$ cat src/rtl/stream_fork3.sv
// Three-way broadcast fork: one upstream word is held and offered to three consumers.
// Upstream is released once every branch has taken the word; per-branch done bits absorb skew.
module stream_fork3 #(
    parameter int DATA_W = 32,
    parameter int CNT_W  = 8
) (
    input  logic              clk,
    input  logic              rst_n,
    input  logic              s_valid,
    output logic              s_ready,
    input  logic [DATA_W-1:0] s_data,
    output logic              m0_valid,
    input  logic              m0_ready,
    output logic [DATA_W-1:0] m0_data,
    output logic              m1_valid,
    input  logic              m1_ready,
    output logic [DATA_W-1:0] m1_data,
    output logic              m2_valid,
    input  logic              m2_ready,
    output logic [DATA_W-1:0] m2_data,
    output logic              busy,
    output logic [CNT_W-1:0]  xfer_cnt
);

    logic              full;
    logic [DATA_W-1:0] hold_q;
    logic [2:0]        done;
    logic [CNT_W-1:0]  cnt;

    logic [2:0] branch_valid;
    logic [2:0] branch_ready;
    logic [2:0] hs;
    logic [2:0] fin;
    logic       complete;
    logic       acc;

    // Valids come straight from flops so branch outputs never see the downstream readies.
    assign branch_valid = {3{full}} & ~done;
    assign branch_ready = {m2_ready, m1_ready, m0_ready};
    assign hs           = branch_valid & branch_ready;
    assign fin          = done | hs;
    assign complete     = full & (&fin);

    // Refill in the completing cycle so all-ready streaming runs one word per clock.
    assign s_ready = ~full | complete;
    assign acc     = s_valid & s_ready;

    always_ff @(posedge clk or negedge rst_n) begin
        if (!rst_n) begin
            full   <= 1'b0;
            hold_q <= '0;
            done   <= 3'b000;
        end else if (acc) begin
            full   <= 1'b1;
            hold_q <= s_data;
            done   <= 3'b000;
        end else if (complete) begin
            full <= 1'b0;
            done <= 3'b000;
        end else if (full) begin
            done <= fin;
        end
    end

    always_ff @(posedge clk or negedge rst_n) begin
        if (!rst_n) begin
            cnt <= '0;
        end else if (complete) begin
            cnt <= cnt + {{(CNT_W-1){1'b0}}, 1'b1};
        end
    end

    assign m0_valid = branch_valid[0];
    assign m1_valid = branch_valid[1];
    assign m2_valid = branch_valid[2];
    assign m0_data  = hold_q;
    assign m1_data  = hold_q;
    assign m2_data  = hold_q;
    assign busy     = full;
    assign xfer_cnt = cnt;

endmodule

$ cat config.mk
export PLATFORM = sky130hd
export DESIGN_NAME = stream_fork3
export DESIGN_NICKNAME = d
export VERILOG_FILES = /design/src/rtl/stream_fork3.sv
export SDC_FILE = /design/constraint.sdc
export NUM_CORES = 1
export LEC_CHECK = 0
export ABC_AREA = 0
export BUFFER_PORTS_ARGS = -buffer_cell sky130_fd_sc_hd__buf_2
export CAP_MARGIN = 10
export CORE_MARGIN = 10
export CORE_UTILIZATION = 41
export DETAILED_ROUTE_END_ITERATION = 12
export GPL_ROUTABILITY_DRIVEN = 0
export PLACE_DENSITY = 0.77
export SYNTH_ARGS = -nofsm -noshare
export SYNTH_HDL_FRONTEND = slang
export SYNTH_SLANG_ARGS = --single-unit
$ cat constraint.sdc
create_clock -name clk -period 1.4 [get_ports clk]
set_input_delay 0.42 -clock clk [delete_from_list [all_inputs] [get_ports clk]]
set_output_delay 0.42 -clock clk [all_outputs]
set_load 0.05 [all_outputs]
==> impl_metrics.toml, run 1 <==
[yosys]
yosys.area_share.xor_xnor_pct = 2.21
synth_seq_area_share_pct = 39.6
synth_register_bits = 44
synth_compound_area_share_pct = 19.6
synth_area_per_cell_um2 = 9.26
synth_top_family_by_area = "buffers and inverters"
ys_types = 25
mappedNetlistArea_um2 = 2780
synthesized_net_count = 339
synthMuxAreaShare_pct = 0.405
synth_fa_ha_area_share_pct = 0.450
yosysWarningCount = 0
post_synth_and_or_nand_nor_area_fraction_pct = 15.9
postSynthCellCount = 300

[finish]
fillCellCount = 512
layout.cells.most_common = "buf_4"
layout.nets = 446
most-common-layout-cells = "106 x buf_4, 64 x o211ai_1, 38 x buf_2"
final_core_util_pct = 62.2
antennaDiodeCount = 0
post_route_cells_drive_above_1_share_pct = 56.9
area_growth_syn_to_layout_pct = 44.5

[die]
io_pins = 147
effective_utilization_at_floorplan_pct = 43.0
overall_die_height_um = 102
die_width_um = 102
core_um2 = 6460
fp-row-count = 29
floorplan.die_area_um2 = 10500

[global_route]
overflow = 0
grt_start_max_net_pins = 69
global_route_wire_length_before_repair_um = 11800
grt_pass1_vias = 2334
initial_antenna_violation_count = 0
groute.usage.overall_pct = 13.8

[clock_tree]
maximum_buffer_depth_of_the_clock_tree = 2
cts_htree_levels = 2
cts.clk_slew.worst_paths_ns = 0.09
root_buf_cell = "clkbuf_8"
clock_tree_from_tritoncts = "yes"
cts_sinks = 44
worstSkewPairLatency_ns = 0.30
tritoncts.num_buffers = 5

[run]
drv_cap = 0

[sta]
finalCriticalPeriod_ns = 1.72
final.period_utilization_pct = 123
postLayoutSetupSlackWorst_ns = -0.315
final.setup_skew_ns = 0.00650
max_slew.worst_pin.slew_ns = 0.357
max_slew_margin_vs_limit_pct = 76.2
maxSlewViolCount = 0
final_hold_viol_count = 0
setup_viol_count_final = 10
max_clock_freq_mhz = 583
unrepaired_setup_endpoints_after_global_routing = "true"

[routing]
detail_route.iter0.violations = 137
num_vias = 2514
vias_per_cell = 5.18
routed_wl_um = 8520
first_pass_iters = 4
route.antenna.remaining_nets = 0
detail_route.drc_violations = 0
avgRoutedWirePerCell_um = 17.6

[worst_setup_path]
crit_arrival_ns = 1.30
critical_path.slowest_cell = "dfrtp_2"
timing_worst_setup_path_type = "reg -> out"
critical-path-max-stage-delay_ns = 0.44
critical_path_required_ns = 0.98
crit_chain = "o22ai_4, o21a_2, inv_4, buf_6"
timing.critical_path.fanout_max = 2
regToRegSetupSlack_ns = -0.05
timing.critical_path.from_type = "register"
crit_path_capture_type = "primary output"

[status]
status = "complete, but fails checks"
violations = "negative setup slack"

[placed_design]
port_buffers = 146
dp.final_hpwl_um = 5470
dpl_worst_slack_ns = -0.314

[worst_hold_path]
worst_hold_path_type = "in -> async"
==> sequential cells by signal (all words and copies together) (netlist names) <==
register  flops
m0_data      32
busy          1
xfer_cnt      8
done          3
==> routing by layer <==
metal / vias to the layer above / wire, um / GRT usage, % / part of all wire [%]
met4: 0 / 153 / 3.80 / 1.8
li1: 1192 / - / - / -
met1: 1198 / 3270 / 14.6 / 38
met2: 109 / 4330 / 25.0 / 51
met3: 15 / 762 / 5.53 / 8.9
met5: - / 0 / 0 / 0
==> what timing repair did <==
action | in CTS | in global routing
endpoints found under the hold margin | 0 | 0
resized for setup | 119 | 66
pin swaps | 1 | 4
buffers inserted | 4 | 21
cloned | 0 | 1
endpoints found under the setup margin | 143 | 116
hold buffers | 0 | 0
==> cell type report <==
cell class | instances | area, um^2 | share of cell area (%)
clock buffers | 6 | 82.6 | 2.06
flip-flops and latches | 44 | 1130 | 28.2
clock inverters | 2 | 10.0 | 0.249
well taps | 77 | 96.3 | 2.40
repair buffers | 186 | 1530 | 38.1
inverters | 6 | 25.0 | 0.623
multi-input cells | 164 | 1140 | 28.4
==> cell families (layout without fill, tap and decap cells) <==
group,Yosys count,after routing
AO/OA/AOI/OAI,72,72
XOR/XNOR,7,7
adder cells (fa/ha/maj),1,1
buffers and inverters,92,200
flip-flops,44,44
multiplexers,1,1
AND/OR/NAND/NOR,83,83
==> Yosys cell counts <==
cell type,instances,share of area [%]
clkbuf_1,17,2.3
o21ai_0,2,0.36
o21ai_2,1,0.32
nor2_1,2,0.27
o211ai_1,64,17
mux2_1,1,0.41
nand2b_1,33,7.4
nor3_1,3,0.54
nand4_1,1,0.23
o21a_1,1,0.27
nor2_2,1,0.23
xor2_1,7,2.2
buf_2,1,0.18
nand3_1,4,0.72
inv_1,4,0.54
nor2b_1,3,0.68
dfrtp_1,44,40
nor4_2,3,1.4
o32ai_1,3,0.95
buf_6,1,0.41
ha_1,1,0.45
inv_2,2,0.27
nand2_1,33,4.5
o22ai_2,1,0.45
buf_4,67,18
==> per-stage QoR <==
stage	area (um^2)	instances	TNS [ns]	hold slack, ns
2_1_floorplan	2830	300	-0.646	0.124
3_3_place_gp	3210	453	-7.58	0.417
3_5_place_dp	3210	453	-8.91	0.416
4_1_cts	3640	465	-3.53	0.0996
5_1_grt	4020	485	-2.40	0.110
6_report	4020	485	-1.14	0.0942
==> worst max-delay path: cells and delay by family, from the launching register on <==
family | cells | cell delay [ns]
buffers and inverters | 2 | 0.18
AO/OA/AOI/OAI | 2 | 0.36
flip-flops | 1 | 0.44
==> path summary, 6_finish.rpt <==
path | startpoint | to | cells past startpoint
worst max-delay path | done[0] | s_ready | 4
worst min-delay path | rst_n | m0_data[18] | 2
worst max register to register | done[0] | done[2] | 6
worst min register to register | xfer_cnt[7] | xfer_cnt[7] | 1
max in group asynchronous | rst_n | m0_data[26] | 2
min in group clk | s_data[19] | m0_data[19] | 3
Power of run 1 is left out: the tool's default activity adds up to more than one toggle a clock period on the data nets, which glitch-free logic cannot reach.
==> inputs of run 2 (changes only) <==
- CORE_UTILIZATION: 41 -> 42
- CTS_BUF_LIST: default -> sky130_fd_sc_hd__clkbuf_8
- GPL_TIMING_DRIVEN: default -> 0
- PLACE_DENSITY: 0.77 -> 0.78
==> run 2 against run 1 <==
First-iteration DRC count down 16%; critical path type unchanged; final area is 37% higher; non-clock buffer count up 99; clock skew rose by 0.0035 ns; via count increased by 24%; fmax down 0.33%; critical endpoint unchanged; die area fell by 1.9%; routed wire length is 41% higher; the flow still finishes with violations (negative setup slack); utilization rose by 24 points; global-route usage rose by 7.5 points; flip-flop and latch count unchanged; setup slack got worse by 0.0056 ns.
==> impl_metrics.toml, run 2 (synthesized netlist as in run 1, its figures left out) <==
[worst_setup_path]
cp_num_cells = 4
critical-path-max-stage-delay_ns = 0.43
critical_path.slowest_cell = "dfrtp_2"
timing_worst_setup_path_type = "reg -> out"
critical_path_required_ns = 0.98
worst_path_dominant_cell_family = "flip-flops"
timing.critical_path.fanout_max = 2
critical_path_buf_inv_count = 2
timing.critical_path.from_type = "register"
crit_path_capture_type = "primary output"
crit_chain = "o22ai_4, o21a_4, inv_4, buf_8"
r2r.worst_path.cells = 5
crit_arrival_ns = 1.30

[finish]
most-common-layout-cells = "96 x buf_6, 69 x buf_4, 64 x o211ai_1"
area_growth_syn_to_layout_pct = 97.8
layout.nets = 545
layout.cells.most_common = "buf_6"
largest_register_ffs = 32
post_route_cells_drive_above_1_share_pct = 66.9

[placed_design]
dp.final_hpwl_um = 6720
dpl_worst_slack_ns = -0.533
port_buffers = 145

[run]
drv_cap = 0

[die]
fp-row-count = 29
core_um2 = 6390
overall_die_height_um = 101
effective_utilization_at_floorplan_pct = 43.5
io_pins = 147
floorplan.die_area_um2 = 10300
die_width_um = 101

[routing]
avgRoutedWirePerCell_um = 20.6
detail_route.iter0.violations = 115
vias_per_cell = 5.33
route.antenna.remaining_nets = 0
routed_wl_um = 12100
num_vias = 3123
first_pass_iters = 5
detail_route.drc_violations = 0

[sta]
postLayoutSetupSlackWorst_ns = -0.321
max_clock_freq_mhz = 581
finalCriticalPeriod_ns = 1.72
max_slew_margin_vs_limit_pct = 32.7
maxSlewViolCount = 0
final.setup_skew_ns = 0.0100
max_slew.worst_pin.slew_ns = 1.01
unrepaired_setup_endpoints_after_global_routing = "true"
final_hold_viol_count = 0
setup_viol_count_final = 69
final.period_utilization_pct = 123

[clock_tree]
maximum_buffer_depth_of_the_clock_tree = 2
clock_tree_from_tritoncts = "yes"
cts.clk_slew.worst_paths_ns = 0.09
root_buf_cell = "clkbuf_8"
cts_htree_levels = 2
tritoncts.num_buffers = 5
cts_sinks = 44
worstSkewPairLatency_ns = 0.31
hold_buffers = 0

[status]
status = "complete, but fails checks"
violations = "negative setup slack"

[worst_hold_path]
worst_hold_path_type = "in -> async"

[global_route]
grt_pass1_vias = 3303
overflow = 0
global_route_wire_length_before_repair_um = 17800
grt_start_max_net_pins = 45
initial_antenna_violation_count = 2
groute.usage.overall_pct = 21.4
-- run 2: per-layer routing --
metal	global-route usage [%]	part of all wire (%)
met3	6.88	8.5
met2	37.7	53
met1	23.2	36
met5	0	0
met4	8.15	2.6
-- run 2: through the flow --
stage	utilization [%]	TNS, ns	hold WS, ns	instances	area, um^2
floorplan	-	-0.646	0.124	300	2830
global placement	57.2	-12.33	0.455	522	3650
detailed placement	57.2	-12.26	0.466	522	3650
CTS	81.5	-3.86	0.321	567	5200
global route	86.1	-5.64	0.357	586	5500
finish	86.1	-4.03	0.282	586	5500
-- run 2: area by class of cell --
| type | instances | area [um^2] |
|---|---|---|
| diodes | 2 | 5.00 |
| plain buffers | 86 | 898 |
| clock buffers | 5 | 68.8 |
| clock inverters | 3 | 90.1 |
| fillers | 318 | 888 |
| inverters | 6 | 25.0 |
| multi-input cells | 164 | 1140 |
| flip-flops and latches | 44 | 1150 |
| well taps | 77 | 96.3 |
| repair buffers | 199 | 2030 |
-- run 2: path summary, 6_finish.rpt --
| kind | startpoint | end | slack, ns |
|---|---|---|---|
| min | rst_n | m0_data[21] | 0.28 |
| max in group asynchronous | rst_n | m0_data[2] | 0.41 |
| max | done[0] | s_ready | -0.32 |
| min in group clk | s_data[6] | m0_data[6] | 0.37 |
| min reg2reg | xfer_cnt[7] | xfer_cnt[7] | 0.47 |
| max reg2reg | done[2] | xfer_cnt[5] | -0.04 |
-- run 2: what timing repair did --
item | in CTS | in global routing
setup endpoints to repair | 142 | 133
gates resized for setup | 343 | 64
buffers inserted | 37 | 17
pin swaps | 3 | 4
-- run 2: worst reg2reg max path, delay by kind of cell, from the launching register on --
kind            cells  cell delay [ns]
buf+inv             2             0.32
flops               1             0.42
xor+xnor            1             0.21
simple gates        1             0.33
compound gates      1             0.10
Power of run 2 is left out for the same reason.
